**src/rtl/spi_master_ctrl.sv**
```systemverilog
// SPI mode-0 master: one full-duplex DATA_W-bit transfer per accepted start request.
// Optional macro SPI_LSB_FIRST_EN switches both shift directions to LSB first.
module spi_master_ctrl #(
  parameter int DATA_W = 8,
  parameter int DIV_W  = 26
) (
  input  logic              clk,
  input  logic              reset,
  input  logic              start,
  input  logic [DIV_W-1:0]  fator,
  input  logic [DATA_W-1:0] tx_data,
  output logic              busy,
  output logic              done,
  output logic [DATA_W-1:0] rx_data,
  output logic              cs_n,
  output logic              sclk,
  output logic              mosi,
  input  logic              miso
);

  // Handshake: start is a level request sampled only in IDLE (accept = IDLE & start);
  // busy is high from the cycle after accept through HOLD; done pulses for one cycle
  // with rx_data valid, and rx_data then holds until the next done.
  typedef enum logic [2:0] {
    S_IDLE, S_SETUP, S_TRANSFER, S_HOLD, S_DONE
  } state_t;

  localparam int                TOG_W    = $clog2(2 * DATA_W + 1);
  localparam logic [TOG_W-1:0]  LAST_TOG = TOG_W'(2 * DATA_W - 1);

  state_t              state, state_nxt;
  logic [DIV_W-1:0]    cnt;
  logic [DIV_W-1:0]    f_m1;
  logic [TOG_W-1:0]    tog;
  logic [DATA_W-1:0]   tx_sh, rx_sh;
  logic [DATA_W-1:0]   tx_shifted, rx_shifted;
  logic                first_bit, next_bit;
  logic                sclk_r, mosi_r;
  logic                tick, active;

`ifdef SPI_LSB_FIRST_EN
  assign first_bit  = tx_data[0];
  assign next_bit   = tx_sh[1];
  assign tx_shifted = tx_sh >> 1;
  assign rx_shifted = {miso, rx_sh[DATA_W-1:1]};
`else
  assign first_bit  = tx_data[DATA_W-1];
  assign next_bit   = tx_sh[DATA_W-2];
  assign tx_shifted = tx_sh << 1;
  assign rx_shifted = {rx_sh[DATA_W-2:0], miso};
`endif

  assign tick   = (cnt == f_m1);
  assign active = (state == S_SETUP) || (state == S_TRANSFER) || (state == S_HOLD);
  assign busy   = active;
  assign cs_n   = !active;
  assign done   = (state == S_DONE);
  assign sclk   = sclk_r;
  assign mosi   = mosi_r;

  always_ff @(posedge clk or negedge reset) begin
    if (!reset) state <= S_IDLE;
    else        state <= state_nxt;
  end

  always_comb begin
    state_nxt = state;
    case (state)
      S_IDLE:     if (start) state_nxt = S_SETUP;
      S_SETUP:    if (tick) state_nxt = S_TRANSFER;
      S_TRANSFER: if (tick && tog == LAST_TOG) state_nxt = S_HOLD;
      S_HOLD:     if (tick) state_nxt = S_DONE;
      S_DONE:     state_nxt = S_IDLE;
      default:    state_nxt = S_IDLE;
    endcase
  end

  always_ff @(posedge clk or negedge reset) begin
    if (!reset) begin
      cnt     <= '0;
      f_m1    <= '0;
      tog     <= '0;
      tx_sh   <= '0;
      rx_sh   <= '0;
      rx_data <= '0;
      sclk_r  <= 1'b0;
      mosi_r  <= 1'b0;
    end else begin
      if (!active || state != state_nxt || tick) cnt <= '0;
      else                                      cnt <= cnt + DIV_W'(1);

      case (state)
        S_IDLE: begin
          sclk_r <= 1'b0;
          mosi_r <= 1'b0;
          tog    <= '0;
          if (start) begin
            // A zero divider behaves like one so the bus never stalls.
            f_m1   <= (fator == '0) ? '0 : fator - DIV_W'(1);
            tx_sh  <= tx_data;
            rx_sh  <= '0;
            mosi_r <= first_bit;
          end
        end
        S_TRANSFER: begin
          if (tick) begin
            sclk_r <= !sclk_r;
            tog    <= tog + TOG_W'(1);
            if (!sclk_r) begin
              rx_sh <= rx_shifted;
            end else if (tog != LAST_TOG) begin
              tx_sh  <= tx_shifted;
              mosi_r <= next_bit;
            end
          end
        end
        S_HOLD: begin
          sclk_r <= 1'b0;
          if (tick) rx_data <= rx_sh;
        end
        S_DONE: begin
          sclk_r <= 1'b0;
          mosi_r <= 1'b0;
        end
        default: sclk_r <= 1'b0;
      endcase
    end
  end

endmodule
```
**config.mk**
```make
export PLATFORM = sky130hd
export DESIGN_NAME = spi_master_ctrl
export DESIGN_NICKNAME = d
export VERILOG_FILES = /design/src/rtl/spi_master_ctrl.sv
export SDC_FILE = /design/constraint.sdc
export NUM_CORES = 1
export LEC_CHECK = 0
export ABC_AREA = 1
export ABC_CLOCK_PERIOD_IN_PS = 2610
export CELL_PAD_IN_SITES_DETAIL_PLACEMENT = 0
export CELL_PAD_IN_SITES_GLOBAL_PLACEMENT = 1
export CORE_UTILIZATION = 43
export CTS_BUF_LIST = sky130_fd_sc_hd__clkbuf_8
export CTS_CLUSTER_SIZE = 40
export DETAILED_ROUTE_END_ITERATION = 6
export GPL_TIMING_DRIVEN = 1
export PLACE_DENSITY = 0.87
export SLEW_MARGIN = 20
export SYNTH_ARGS = -nofsm -noshare
export SYNTH_HDL_FRONTEND = slang
export SYNTH_SLANG_ARGS = --single-unit
```
**constraint.sdc**
```tcl
create_clock -name clk -period 2.61 [get_ports clk]
set_clock_uncertainty 0.2 [all_clocks]
set_input_delay 0.522 -clock clk [delete_from_list [all_inputs] [get_ports clk]]
set_output_delay 0.522 -clock clk [all_outputs]
set_load 0.01 [all_outputs]
```
==> metrics.yaml <==
yosys:
  synth_fa_ha_area_frac: 0.00983
  yosys-top-cells-area: "dfrtp_1 42%, nand2_1 17%, nor2_1 7.0%"
  synthDistinctLibCells: 40
  syn_area_per_cell_sq_um: 7.28
  synth_nets: 741
  synth.most_common_cell: "nand2_1"
  synthCells: 699
  ys_warn_count: 0
  yosysTopAreaCell: "dfrtp_1"
  synthArstFlopShare: 1.00
  ys_seq_elements: 85
  yosys.area_share.xor_xnor: 0.0723
  synth-main-ff-cell: "dfrtp_1"
  netlist_top_cells_count: "227 x nand2_1, 95 x nor2_1, 85 x dfrtp_1"
  synth_top_family_by_area: "simple AND/OR/NAND/NOR gates"
  syn_area_sq_mm: 0.00509
  yosysSeqAreaShare: 0.418
  synthMuxAreaShare: 0
  synth-edff-count: 0
  synth_top_area_share: 0.418
  synth_compound_area_frac: 0.0337
  synthSimpleGateAreaFrac: 0.395
worst_setup_path:
  endpoint_kind: "primary output"
  ff2ff_setup_slack_ns: 0.46
  cp.arrival_ns: 1.69
  critPathLaunchType: "flop"
  cp-endpoint: "busy"
  criticalPathCategory: "flop to primary output"
  timing.rr.end: "cnt[16]"
  r2r_cells: 8
  worstPathRequired_ns: 1.89
  cp-startpoint: "state[1]"
  r2r-start: "cnt[0]"
  path_max_fanout: 4
sta:
  rsz0062_at_grt: "false"
  fmax_ghz: 0.414
  finalCritPeriodShare: 0.925
  fin_setup_tns_ns: 0
  hold_violations: 0
  slew_viol_final: 0
  tightest_slew_ns: 0.521
  setup_viol: 0
  slew_headroom: 0.649
  fin_crit_ns: 2.41
power:
  leakage_nw: 2.90
  p_per_area_mw_per_mm2: 432
  finalPower_mw: 2.61
  peakVddDrop_v: 0.000330
status:
  status: "finished clean"
min_path:
  hold_path.class: "flop to flop"
  hold_depth: 2
  worstHoldStart: "tx_sh[6]"
placement:
  gp_congestion: 0.869
  portBuffers: 50
  hpwl_microns: 8910
clock_tree:
  clkSinkCount: 85
  cts_tree: "built"
  cts_buffers: 9
  cts-root-buf: "clkbuf_8"
  cts.repair.resized: 0
  postCtsSetupBuffers: 0
  clk_pin_slew_worst_paths_ns: 0.08
  cts_buffer_depth: 2
  cts_hold_buffers: 1
  cts_max_level: 3
  clkLatencyLatePin_ns: 0.38
final_layout:
  n_antenna_cell: 0
  nets: 798
  drive_gt1_frac: 0.0802
  area_growth_syn_to_layout_pct: 18.4
floorplanning:
  die_y_microns: 111
  start_util: 0.444
  die_area_sq_mm: 0.0123
  core_sq_mm: 0.0115
  pin_count: 51
  die_w_microns: 111
  rows: 39
route:
  routedWlPerCell_microns: 13.3
  drt_wl_total_microns: 12000
  drt_iter0_drc: 266
  via_count: 4456
  via_per_inst: 4.93
  detailedRoute.firstPassIterationCount: 5
  final_antenna_net_count: 0
  detail_route.drc_violations: 0
global_route:
  globalRouteTotalUtil: 0.210
  grt_max_degree: 53
  antenna_found_initial: 0
  grt_pass1_vias: 4175
  grt-ovfl-total: 0
  grt_pass1_wl_microns: 20600
job:
  drv_cap: 0
==> through the flow <==
stage	hold WS (ns)	cells	cell area, sq um	setup slack, ns	util
finish	0.279	904	6030	0.195	0.526
global route	0.302	904	6030	0.0671	0.526
CTS	0.285	904	6030	0.169	0.526
detailed placement	0.264	887	5780	0.133	0.504
global placement	0.255	887	5780	0.179	0.504
floorplan	0.0264	699	5090	0.593	-
==> critical path: stages (launching register included) <==
cell             delay [ns]
dfrtp_1                0.39
inv_1                  0.07
nand2_1                0.12
nand2_1                0.09
inv_1                  0.10
clkdlybuf4s50_1        0.54
==> worst min-delay path by stage <==
stage,end
after floorplan,cnt[0]
after global placement,tx_sh[6]
after detailed placement,tx_sh[5]
after CTS,tx_sh[5]
after global routing,rx_data[4]
final,tx_sh[6]
==> per-layer routing <==
metal,global-route usage,share of wire,up-vias
li1,-,-,2339
met1,0.306,0.52,2012
met2,0.313,0.43,88
met3,0.0273,0.035,17
met4,0.0889,0.021,0
met5,0,0,-
==> final cells by class <==
type                       count  area (sq um)
tap                          143           179
multi-input combinational    527          2600
fill                        1093          5440
timing repair buffer          60           601
clock buffer                  10           138
clock inverter                 6           103
inverter                      73           279
sequential                    85          2130
==> flip-flops by register name (all words and copies together), names as in the netlist <==
signal and count:
rx_sh 8, rx_data 8, cnt 26, tx_sh 7, tog 5, state 3
f_m1 26, mosi 1, sclk 1
==> logic make-up (layout without fill, tap and decap cells) <==
family                   count (synthesis)  after routing
AO/OA/AOI/OAI                           31             31
adder cells (fa/ha/maj)                  4              4
XOR/XNOR                                42             42
flip-flops                              85             85
buffers and inverters                   87            149
AND/OR/NAND/NOR                        450            450
==> report_power, final <==
| part | switching (mW) | internal [mW] |
|---|---|---|
| Sequential | 0 | 1.32 |
| Clock | 0.478 | 0.654 |
| Combinational | 0.0812 | 0.0785 |
==> layout by cell type (no fill, tap or decap), types with 4 or more instances in the layout <==
cell	n
ha_1	4
o21ai_0	21
xor2_1	32
nand2_1	227
nor3_1	9
nor2_1	95
nor2_2	6
nand4_1	27
a21oi_1	4
inv_2	10
clkdlybuf4s50_1	49
clkbuf_8	10
inv_1	63
nor4_1	5
nand3_1	59
dfrtp_1	85
xnor2_1	10
buf_4	8
(Power assumes the default switching activity.)
